## src/rtl/imm_gen_pkg.sv

```systemverilog
// Shared types, opcode constants and sign-extension helper for the RV immediate generator.
package imm_gen_pkg;

  localparam int unsigned INST_W = 32;
  localparam int unsigned OPC_W  = 7;
  localparam int unsigned F3_W   = 3;

  typedef enum logic [2:0] {
    FMT_R     = 3'd0,
    FMT_I     = 3'd1,
    FMT_S     = 3'd2,
    FMT_B     = 3'd3,
    FMT_U     = 3'd4,
    FMT_J     = 3'd5,
    FMT_SHAMT = 3'd6,
    FMT_NONE  = 3'd7
  } imm_fmt_e;

  localparam logic [OPC_W-1:0] OPC_OP_IMM = 7'b0010011;
  localparam logic [OPC_W-1:0] OPC_LOAD   = 7'b0000011;
  localparam logic [OPC_W-1:0] OPC_JALR   = 7'b1100111;
  localparam logic [OPC_W-1:0] OPC_STORE  = 7'b0100011;
  localparam logic [OPC_W-1:0] OPC_BRANCH = 7'b1100011;
  localparam logic [OPC_W-1:0] OPC_LUI    = 7'b0110111;
  localparam logic [OPC_W-1:0] OPC_AUIPC  = 7'b0010111;
  localparam logic [OPC_W-1:0] OPC_JAL    = 7'b1101111;
  localparam logic [OPC_W-1:0] OPC_OP     = 7'b0110011;

  localparam logic [F3_W-1:0] F3_SLLI = 3'b001;
  localparam logic [F3_W-1:0] F3_SRXI = 3'b101;

  // Callers pre-extend to 32 bits; this widens to the 64-bit maximum datapath.
  function automatic logic [63:0] sext(input logic [31:0] v);
    return {{32{v[31]}}, v};
  endfunction

endpackage

```

## src/rtl/imm_decode.sv

```systemverilog
// Combinational RV immediate decoder: instruction word -> immediate, format tag, illegal flag.
module imm_decode
  import imm_gen_pkg::*;
#(
  parameter int unsigned XLEN = 32
) (
  input  logic [INST_W-1:0] inst,
  output logic [XLEN-1:0]   imm,
  output imm_fmt_e          fmt,
  output logic              illegal
);

  logic [OPC_W-1:0] opcode;
  logic [F3_W-1:0]  funct3;
  logic [63:0]      imm_w;

  assign opcode = inst[6:0];
  assign funct3 = inst[14:12];

  always_comb begin
    imm_w   = '0;
    fmt     = FMT_NONE;
    illegal = 1'b0;
    case (opcode)
      OPC_OP_IMM: begin
        if (funct3 == F3_SLLI || funct3 == F3_SRXI) begin
          // RV64 shifts take a 6-bit shamt, RV32 only 5 bits
          fmt   = FMT_SHAMT;
          imm_w = (XLEN == 64) ? {58'b0, inst[25:20]} : {59'b0, inst[24:20]};
        end else begin
          fmt   = FMT_I;
          imm_w = sext({{20{inst[31]}}, inst[31:20]});
        end
      end
      OPC_LOAD, OPC_JALR: begin
        fmt   = FMT_I;
        imm_w = sext({{20{inst[31]}}, inst[31:20]});
      end
      OPC_STORE: begin
        fmt   = FMT_S;
        imm_w = sext({{20{inst[31]}}, inst[31:25], inst[11:7]});
      end
      OPC_BRANCH: begin
        fmt   = FMT_B;
        imm_w = sext({{19{inst[31]}}, inst[31], inst[7], inst[30:25], inst[11:8], 1'b0});
      end
      OPC_LUI, OPC_AUIPC: begin
        fmt   = FMT_U;
        imm_w = sext({inst[31:12], 12'b0});
      end
      OPC_JAL: begin
        fmt   = FMT_J;
        imm_w = sext({{11{inst[31]}}, inst[31], inst[19:12], inst[20], inst[30:21], 1'b0});
      end
      OPC_OP: begin
        fmt = FMT_R;
      end
      default: begin
        illegal = 1'b1;
      end
    endcase
  end

  assign imm = XLEN'(imm_w);

endmodule

```

## src/rtl/imm_gen_pipe.sv

```systemverilog
// Pipelined RV immediate generator with valid/ready and a 2-entry (output + skid) buffer.
// Optional IMM_GEN_PERF_EN adds saturating output-handshake counters perf_total / perf_illegal.
module imm_gen_pipe
  import imm_gen_pkg::*;
#(
  parameter int unsigned XLEN  = 32,
  parameter int unsigned TAG_W = 32
) (
  input  logic              clk,
  input  logic              rst_n,
  input  logic              flush,
  input  logic              in_valid,
  output logic              in_ready,
  input  logic [INST_W-1:0] in_inst,
  input  logic [TAG_W-1:0]  in_tag,
  output logic              out_valid,
  input  logic              out_ready,
  output logic [XLEN-1:0]   out_imm,
  output imm_fmt_e          out_fmt,
  output logic              out_illegal,
  output logic [TAG_W-1:0]  out_tag
`ifdef IMM_GEN_PERF_EN
  ,
  output logic [31:0]       perf_total,
  output logic [31:0]       perf_illegal
`endif
);

  if (XLEN != 32 && XLEN != 64) begin : g_xlen_chk
    $error("imm_gen_pipe: XLEN must be 32 or 64");
  end

  logic [XLEN-1:0]  dec_imm;
  imm_fmt_e         dec_fmt;
  logic             dec_illegal;

  imm_decode #(.XLEN(XLEN)) u_decode (
    .inst    (in_inst),
    .imm     (dec_imm),
    .fmt     (dec_fmt),
    .illegal (dec_illegal)
  );

  logic             skid_full, skid_full_n;
  logic [XLEN-1:0]  skid_imm, skid_imm_n;
  imm_fmt_e         skid_fmt, skid_fmt_n;
  logic             skid_illegal, skid_illegal_n;
  logic [TAG_W-1:0] skid_tag, skid_tag_n;

  logic             out_valid_n, in_ready_n, out_illegal_n;
  logic [XLEN-1:0]  out_imm_n;
  imm_fmt_e         out_fmt_n;
  logic [TAG_W-1:0] out_tag_n;
  logic             acc_in;

  assign acc_in = in_valid && in_ready;

  // Next-state for output and skid stages; flush wins over every handshake.
  always_comb begin
    out_valid_n    = out_valid;
    out_imm_n      = out_imm;
    out_fmt_n      = out_fmt;
    out_illegal_n  = out_illegal;
    out_tag_n      = out_tag;
    skid_full_n    = skid_full;
    skid_imm_n     = skid_imm;
    skid_fmt_n     = skid_fmt;
    skid_illegal_n = skid_illegal;
    skid_tag_n     = skid_tag;
    if (flush) begin
      out_valid_n = 1'b0;
      skid_full_n = 1'b0;
    end else if (out_valid && !out_ready) begin
      if (acc_in) begin
        skid_full_n    = 1'b1;
        skid_imm_n     = dec_imm;
        skid_fmt_n     = dec_fmt;
        skid_illegal_n = dec_illegal;
        skid_tag_n     = in_tag;
      end
    end else if (skid_full) begin
      // in_ready is low whenever skid is full, so no new input competes here
      out_valid_n   = 1'b1;
      out_imm_n     = skid_imm;
      out_fmt_n     = skid_fmt;
      out_illegal_n = skid_illegal;
      out_tag_n     = skid_tag;
      skid_full_n   = 1'b0;
    end else if (acc_in) begin
      out_valid_n   = 1'b1;
      out_imm_n     = dec_imm;
      out_fmt_n     = dec_fmt;
      out_illegal_n = dec_illegal;
      out_tag_n     = in_tag;
    end else begin
      out_valid_n = 1'b0;
    end
    in_ready_n = !skid_full_n;
  end

  always_ff @(posedge clk) begin
    if (!rst_n) begin
      in_ready     <= 1'b1;
      out_valid    <= 1'b0;
      out_imm      <= '0;
      out_fmt      <= FMT_NONE;
      out_illegal  <= 1'b0;
      out_tag      <= '0;
      skid_full    <= 1'b0;
      skid_imm     <= '0;
      skid_fmt     <= FMT_NONE;
      skid_illegal <= 1'b0;
      skid_tag     <= '0;
    end else begin
      in_ready     <= in_ready_n;
      out_valid    <= out_valid_n;
      out_imm      <= out_imm_n;
      out_fmt      <= out_fmt_n;
      out_illegal  <= out_illegal_n;
      out_tag      <= out_tag_n;
      skid_full    <= skid_full_n;
      skid_imm     <= skid_imm_n;
      skid_fmt     <= skid_fmt_n;
      skid_illegal <= skid_illegal_n;
      skid_tag     <= skid_tag_n;
    end
  end

`ifdef IMM_GEN_PERF_EN
  logic acc_out;
  assign acc_out = out_valid && out_ready;

  // Saturating handshake counters; cleared only by reset, never by flush.
  always_ff @(posedge clk) begin
    if (!rst_n) begin
      perf_total   <= '0;
      perf_illegal <= '0;
    end else begin
      if (acc_out && perf_total != 32'hFFFF_FFFF) begin
        perf_total <= perf_total + 32'd1;
      end
      if (acc_out && out_illegal && perf_illegal != 32'hFFFF_FFFF) begin
        perf_illegal <= perf_illegal + 32'd1;
      end
    end
  end
`endif

endmodule

```

## config.mk

```make
export PLATFORM = sky130hd
export DESIGN_NAME = imm_gen_pipe
export DESIGN_NICKNAME = d
export VERILOG_FILES = /design/src/rtl/imm_gen_pkg.sv /design/src/rtl/imm_decode.sv /design/src/rtl/imm_gen_pipe.sv
export SDC_FILE = /design/constraint.sdc
export NUM_CORES = 1
export LEC_CHECK = 0
export CAP_MARGIN = 20
export CELL_PAD_IN_SITES_DETAIL_PLACEMENT = 1
export CELL_PAD_IN_SITES_GLOBAL_PLACEMENT = 1
export CORE_MARGIN = 4
export CORE_UTILIZATION = 37
export DETAILED_ROUTE_END_ITERATION = 7
export GPL_ROUTABILITY_DRIVEN = 0
export GPL_TIMING_DRIVEN = 0
export PLACE_DENSITY_LB_ADDON = 0.25
export SYNTH_ARGS = -nofsm -noshare
export SYNTH_HDL_FRONTEND = slang
export SYNTH_SLANG_ARGS = --single-unit
```

## constraint.sdc

```tcl
create_clock -name clk -period 1.9 [get_ports clk]
set_input_delay 0.285 -clock clk [delete_from_list [all_inputs] [get_ports clk]]
set_output_delay 0.285 -clock clk [all_outputs]
set_load 0.005 [all_outputs]
```

==> results.sh, run 1 <==
export IMPL_worst_setup_hold_path_clk_slew_ns=0.06
export IMPL_worst_slew_pin_transition_ns=0.789
export IMPL_post_synth_inst_count=697
export IMPL_worst_supply_voltage_drop_on_vdd_uv=624
export IMPL_globalRoute_totalOverflow=0
export IMPL_fmax_ghz=0.553
export IMPL_final_layout_size_suffix_gt1_frac=0.103
export IMPL_critPathCaptureType="flop"
export IMPL_finalSetupViolCount=0
export IMPL_ys_async_sr_fraction=0
export IMPL_antenna_diode_count=0
export IMPL_netlist_top_cell_by_area="sky130_fd_sc_hd__dfxtp_1"
export IMPL_proportion_of_power_drawn_by_the_clock_network=0.467
export IMPL_multi_input_logic_area_sq_um=2860
export IMPL_global_route_wire_length_before_repair_um=34200
export IMPL_number_of_cells_on_the_worst_hold_path=4
export IMPL_cp_max_fo=10
export IMPL_cts_htree_levels=4
export IMPL_avgViaCountPerCell=5.50
export IMPL_combinationalPowerShare=0.104
export IMPL_die_height_um=134
export IMPL_total_switching_power_uw=1680
export IMPL_finalNonFillerCells=1077
export IMPL_yosys_most_used_dff="sky130_fd_sc_hd__dfxtp_1"
export IMPL_final_net_count=923
export IMPL_synth_yosys_seq_area_share=0.473
export IMPL_floorplan_die_area_sq_um=18000
export IMPL_dpl_hpwl_um=15600
export IMPL_initialDrtViolationCount=311
export IMPL_arrival_ns=2.08
export IMPL_hold_path_class="in2reg"
export IMPL_cts_root_buffer_cell="sky130_fd_sc_hd__clkbuf_16"
export IMPL_die_width_um=134
export IMPL_post_dp_cell_area_sq_um=7510
export IMPL_timing_hold_ws_ns=0.389
export IMPL_worst_setup_path_type="reg2reg"
export IMPL_via_count=5923
export IMPL_first_global_vias=6538
export IMPL_timing_critical_path_required_ns=2.17
export IMPL_run_status="complete, no violations"
export IMPL_yosys_top_cells_area="sky130_fd_sc_hd__dfxtp_1 (47%), sky130_fd_sc_hd__a21oi_1 (7.3%), sky130_fd_sc_hd__nand2_1 (6.8%)"
export IMPL_register_area_sq_um=2780
export IMPL_clock_sink_count=139
export IMPL_drv_slew=0
export IMPL_routed_wl_um=21300
export IMPL_filler_cell_count=1833
export IMPL_final_design_area_no_fill_sq_um=8220
export IMPL_cap_viol_max_count=0
export IMPL_mappedNetlistNets=766
export IMPL_clock_tree_buffer_depth=2
export IMPL_areaGrowthSynthToFinish_pct=39.8
export IMPL_cp_num_buf_inv=1
export IMPL_insertion_delay_ns=0.43
export IMPL_total_power_per_unit_cell_area_nw_per_um2=864
export IMPL_number_of_enable_flip_flop_cells_after_synthesis=0
export IMPL_post_synth_instance_area_sq_um=5880
export IMPL_static_leakage_power_uw=0.00285
export IMPL_drc_errors=0
export IMPL_cell_depth_of_the_worst_setup_path=4
export IMPL_cts_tree="done"
export IMPL_fp_coreArea_sq_um=15400
export IMPL_grt_max_degree=17
export IMPL_hold_fix_buffers_cts=0
export IMPL_synth_seq_cells=139
export IMPL_reg2regPathDepth=4
export IMPL_relSlewSlack=0.474
export IMPL_final_hold_viol_count=0
export IMPL_detail_route_wl_per_cell_um=19.7
export IMPL_overall_routing_resource_usage=0.239
export IMPL_tritoncts_num_buffers=17
export IMPL_antenna_violating_nets_left=0
export IMPL_slowest_delay_ns=0.65
export IMPL_slowest_library_cell_on_the_worst_path="sky130_fd_sc_hd__or4_1"
export IMPL_initial_utilization=0.383
export IMPL_post_synth_top_count_cell="sky130_fd_sc_hd__dfxtp_1"
export IMPL_synth_common_cells="sky130_fd_sc_hd__dfxtp_1 (139), sky130_fd_sc_hd__nand2_1 (106), sky130_fd_sc_hd__a21oi_1 (86), sky130_fd_sc_hd__o21ai_0 (54), sky130_fd_sc_hd__clkbuf_1 (48)"
export IMPL_synthesis_yosys_warnings=0
export IMPL_syn_area_per_cell_sq_um=8.44
export IMPL_critical_path_top_delay_family="simple AND/OR/NAND/NOR gates"
export IMPL_rows=45
export IMPL_internal_power_uw=5420
export IMPL_crit_chain="clkbuf_4 -> or4_1 -> a21oi_4 -> a221oi_2"
export IMPL_placement_io_buffers=136
export IMPL_design_portCount=139
export IMPL_grt_antenna_before_repair=0
export IMPL_first_pass_iters=5
export IMPL_synth_top_area_frac=0.473
export IMPL_rsz0062_at_grt="false"
export IMPL_switching_share=0.236
export IMPL_min_period_ns=1.81
export IMPL_layout_worst_path_cycle_share=0.952
export IMPL_sequentialPowerShare=0.429
export IMPL_critical_path_startpoint_type="flop"
export IMPL_yosys_cell_types_count=42
export IMPL_dpl_cell_count=1044
export IMPL_fin_skew_ns=0.00721
cells by family (layout without fill, tap and decap cells):
logic type,after synthesis,in the layout,share of synthesized area
muxes,33,33,0.0562
and+or+nand+nor,217,217,0.165
buffers and inverters,69,238,0.0481
AOI/OAI and AO/OA,239,239,0.258
DFF,139,139,0.473
layout make-up:
cell class / count / area share
multi-input cells: 489 / 0.348
plain buffers: 60 / 0.0378
repair buffers: 139 / 0.169
well taps: 211 / 0.0321
flip-flops and latches: 139 / 0.339
clock inverters: 7 / 0.0108
clock buffers: 24 / 0.0598
inverters: 8 / 0.00365
power by group through the flow:
stage	registers, uW	clock network [uW]	logic [uW]
3_5_place_dp	3110	0	712
6_report	3040	3310	740
2_1_floorplan	3100	0	284
3_3_place_gp	3100	0	691
5_1_grt	3050	3480	803
4_1_cts	3040	3340	733
worst reg2reg max path, delay by kind of cell, from the launching register on:
kind	cells	cell delay, ns
flip-flops	1	0.30
AO/OA/AOI/OAI	2	0.52
buffers and inverters	1	0.19
AND/OR/NAND/NOR	1	0.65
flip-flops by register name (all words and copies together), names as in the netlist:
| register | cells |
|---|---|
| out_imm | 32 |
| out_tag | 32 |
| skid_imm | 32 |
| skid_tag | 32 |
| out_fmt | 3 |
| skid_fmt | 3 |
| in_ready | 1 |
| out_illegal | 1 |
| out_valid | 1 |
| skid_full | 1 |
| skid_illegal | 1 |
repair_timing:
action,CTS,global route
gates resized for setup,21,41
setup buffers,3,0
gates cloned,0,0
setup endpoints to repair,129,108
pin swaps,2,3
through the flow:
stage	setup TNS, ns	setup slack (ns)	util	total power (uW)
5_1_grt	0	0.00698	0.535	7330
4_1_cts	0	0.00137	0.531	7120
3_5_place_dp	-78.91	-0.804	0.488	3820
6_report	0	0.0920	0.535	7100
2_1_floorplan	0	0.200	-	3390
3_3_place_gp	-66.28	-0.686	0.488	3790
metal layers:
| layer | GRT usage | vias to the layer above | routed length [um] |
|---|---|---|---|
| li1 | - | 2806 | - |
| met1 | 0.278 | 2914 | 8820 |
| met2 | 0.423 | 165 | 10700 |
| met3 | 0.0653 | 38 | 1290 |
| met4 | 0.0848 | 0 | 479 |
| met5 | 0 | - | 0 |
final timing paths:
kind	start	to	slack, ns
hold / removal	in_inst[2]	skid_imm[11]$_SDFFE_PN0P_	0.39
setup / recovery	skid_full$_SDFF_PN0_	out_imm[16]$_SDFFE_PN0P_	0.09
hold reg to reg	skid_tag[24]$_SDFFE_PN0P_	skid_tag[24]$_SDFFE_PN0P_	0.46
setup reg to reg	skid_full$_SDFF_PN0_	out_imm[16]$_SDFFE_PN0P_	0.09
cells in the final DEF (no fill, tap or decap), types with 5 or more instances in the layout:
cell type,count
sky130_fd_sc_hd__o21ai_1,10
sky130_fd_sc_hd__o31ai_1,5
sky130_fd_sc_hd__dfxtp_1,139
sky130_fd_sc_hd__nand2_1,106
sky130_fd_sc_hd__buf_2,5
sky130_fd_sc_hd__a221oi_2,9
sky130_fd_sc_hd__clkdlybuf4s50_1,133
sky130_fd_sc_hd__nor2_1,45
sky130_fd_sc_hd__clkbuf_1,27
sky130_fd_sc_hd__clkbuf_16,17
sky130_fd_sc_hd__a221oi_1,8
sky130_fd_sc_hd__clkbuf_2,18
sky130_fd_sc_hd__nor3_1,6
sky130_fd_sc_hd__nand3_1,26
sky130_fd_sc_hd__inv_1,8
sky130_fd_sc_hd__clkbuf_4,7
sky130_fd_sc_hd__a21oi_1,84
sky130_fd_sc_hd__a21o_1,12
sky130_fd_sc_hd__o21ai_0,54
sky130_fd_sc_hd__buf_4,5
sky130_fd_sc_hd__o22ai_1,7
sky130_fd_sc_hd__mux2i_1,33
sky130_fd_sc_hd__a211oi_1,32
sky130_fd_sc_hd__and3_1,11
(Power assumes the default switching activity.)
==> run 2, diff against run 1 <==
--- a/config.mk
+++ b/config.mk
@@ -9,7 +9,7 @@
 export CELL_PAD_IN_SITES_DETAIL_PLACEMENT = 1
 export CELL_PAD_IN_SITES_GLOBAL_PLACEMENT = 1
 export CORE_MARGIN = 4
-export CORE_UTILIZATION = 37
+export CORE_UTILIZATION = 39
 export DETAILED_ROUTE_END_ITERATION = 7
 export GPL_ROUTABILITY_DRIVEN = 0
 export GPL_TIMING_DRIVEN = 0
==> constraint.sdc (replaced) <==
create_clock -name clk -period 2.2 [get_ports clk]
set_input_delay 0.33 -clock clk [delete_from_list [all_inputs] [get_ports clk]]
set_output_delay 0.33 -clock clk [all_outputs]
set_load 0.005 [all_outputs]
==> results.sh, run 2 (synthesized netlist as in run 1, its figures left out) <==
export IMPL_placement_io_buffers=136
export IMPL_initialDrtViolationCount=412
export IMPL_final_net_count=924
export IMPL_sequentialPowerShare=0.438
export IMPL_final_hold_viol_count=0
export IMPL_critical_path_startpoint_type="primary input"
export IMPL_min_period_ns=2.05
export IMPL_hold_path_class="in2reg"
export IMPL_critPathCaptureType="flop"
export IMPL_tritoncts_num_buffers=17
export IMPL_rows=44
export IMPL_cell_depth_of_the_worst_setup_path=6
export IMPL_via_count=6084
export IMPL_routed_wl_um=21700
export IMPL_clock_tree_buffer_depth=2
export IMPL_post_dp_cell_area_sq_um=7470
export IMPL_finalSetupViolCount=0
export IMPL_die_height_um=131
export IMPL_fmax_ghz=0.488
export IMPL_initial_utilization=0.402
export IMPL_groute_layer_met1_usage=0.311
export IMPL_worst_setup_path_type="in2reg"
export IMPL_detail_route_wl_per_cell_um=20.6
export IMPL_crit_chain="clkdlybuf4s50_1 -> nand4bb_4 -> a2111o_1 -> nand3_1 -> nand2_1 -> o22ai_1"
export IMPL_floorplan_die_area_sq_um=17100
export IMPL_timing_critical_path_required_ns=2.56
export IMPL_multi_input_logic_area_sq_um=2830
export IMPL_rsz0062_at_grt="false"
export IMPL_run_status="complete, no violations"
export IMPL_number_of_cells_on_the_worst_hold_path=4
export IMPL_dpl_hpwl_um=15400
export IMPL_cts_root_buffer_cell="sky130_fd_sc_hd__clkbuf_16"
export IMPL_total_power_uw=6010
export IMPL_met2_usage=0.445
export IMPL_slowest_delay_ns=0.56
export IMPL_combinationalPowerShare=0.105
export IMPL_gr_max_usage_layer="met2"
export IMPL_globalRoute_totalOverflow=0
export IMPL_insertion_delay_ns=0.44
export IMPL_dpl_cell_count=1017
export IMPL_grt_antenna_before_repair=0
export IMPL_reg2regPathDepth=6
export IMPL_fin_skew_ns=0.00634
export IMPL_most_common_layout_cells="sky130_fd_sc_hd__dfxtp_1 (139), sky130_fd_sc_hd__clkdlybuf4s50_1 (136), sky130_fd_sc_hd__nand2_1 (106), sky130_fd_sc_hd__a21oi_1 (85), sky130_fd_sc_hd__o21ai_0 (54)"
export IMPL_slowest_library_cell_on_the_worst_path="sky130_fd_sc_hd__clkdlybuf4s50_1"
export IMPL_cts_htree_levels=4
export IMPL_final_common_cell="sky130_fd_sc_hd__dfxtp_1"
export IMPL_drc_errors=0
export IMPL_filler_cell_count=1715
export IMPL_worst_supply_voltage_drop_on_vdd_uv=605
export IMPL_overall_routing_resource_usage=0.258
export IMPL_total_power_per_unit_cell_area_nw_per_um2=745
export IMPL_switching_share=0.247
export IMPL_first_global_vias=6421
export IMPL_critical_path_top_delay_family="simple AND/OR/NAND/NOR gates"
export IMPL_ff_to_ff_start="skid_full$_SDFF_PN0_"
export IMPL_design_portCount=139
export IMPL_global_route_wire_length_before_repair_um=34200
export IMPL_die_width_um=131
export IMPL_antenna_violating_nets_left=0
export IMPL_total_switching_power_uw=1480
export IMPL_grtUsageMet3=0.0654
export IMPL_worst_setup_hold_path_clk_slew_ns=0.06
export IMPL_areaGrowthSynthToFinish_pct=37.2
export IMPL_arrival_ns=2.40
export IMPL_internal_power_uw=4530
export IMPL_static_leakage_power_uw=0.00274
export IMPL_cap_viol_max_count=0
export IMPL_drv_slew=0
export IMPL_proportion_of_power_drawn_by_the_clock_network=0.458
export IMPL_clock_sink_count=139
export IMPL_cts_tree="done"
export IMPL_avgViaCountPerCell=5.78
export IMPL_layout_worst_path_cycle_share=0.931
export IMPL_worst_slew_pin_transition_ns=0.780
export IMPL_final_design_area_no_fill_sq_um=8070
export IMPL_crit_path_start="in_inst[0]"
export IMPL_hold_path_startpoint="in_inst[2]"
export IMPL_cp_max_fo=7
export IMPL_antenna_diode_count=0
export IMPL_hold_fix_buffers_cts=0
export IMPL_register_area_sq_um=2780
export IMPL_finalCoreUtilization=0.551
export IMPL_final_layout_size_suffix_gt1_frac=0.0795
export IMPL_cp_num_buf_inv=1
export IMPL_grt_max_degree=17
export IMPL_fp_coreArea_sq_um=14600
export IMPL_finalNonFillerCells=1052
export IMPL_relSlewSlack=0.480
export IMPL_first_pass_iters=5
[run 2: worst paths after layout]
kind | end | slack, ns
setup / recovery | out_imm[6]$_SDFFE_PN0P_ | 0.15
hold reg to reg | skid_tag[9]$_SDFFE_PN0P_ | 0.46
hold / removal | skid_imm[11]$_SDFFE_PN0P_ | 0.42
setup reg to reg | out_tag[27]$_SDFFE_PN0P_ | 0.17
[run 2: what timing repair did]
| action | in CTS | in global routing |
|---|---|---|
| cloned | 0 | 0 |
| setup buffers | 0 | 3 |
| resized for setup | 2 | 19 |
| pin swaps | 0 | 1 |
| setup endpoints to repair | 38 | 120 |
[run 2: power groups by stage]
stage          registers [uW]  logic, uW  clock network (uW)
6_report                 2630        630                2750
5_1_grt                  2640        680                2870
4_1_cts                  2630        624                2770
3_5_place_dp             2680        615                   0
3_3_place_gp             2680        594                   0
2_1_floorplan            2680        246                   0
[run 2: metal layers]
| layer | wire [um] | share of wire |
|---|---|---|
| met1 | 8950 | 0.41 |
| met3 | 1330 | 0.061 |
| met2 | 10900 | 0.50 |
| met4 | 475 | 0.022 |
| met5 | 0 | 0 |
[run 2: tightest hold or removal path: stages]
cell and delay [ns]:
sky130_fd_sc_hd__buf_6 0.11, sky130_fd_sc_hd__nor3_1 0.06, sky130_fd_sc_hd__o211ai_1 0.20, sky130_fd_sc_hd__a31oi_1 0.10
[run 2: cell type report]
cell class	count	area share
flip-flops and latches	139	0.345
inverters	8	0.00372
plain buffers	61	0.0329
well taps	184	0.0285
clock inverters	7	0.00806
clock buffers	25	0.0602
repair buffers	139	0.172
multi-input cells	489	0.350
[run 2: per-stage QoR]
stage	TNS [ns]	setup WS [ns]	hold slack, ns
CTS	0	0.0194	0.404
global placement	-31.28	-0.454	0.436
global route	0	0.0119	0.462
detailed placement	-38.30	-0.503	0.446
floorplan	0	0.455	0.427
finish	0	0.153	0.419
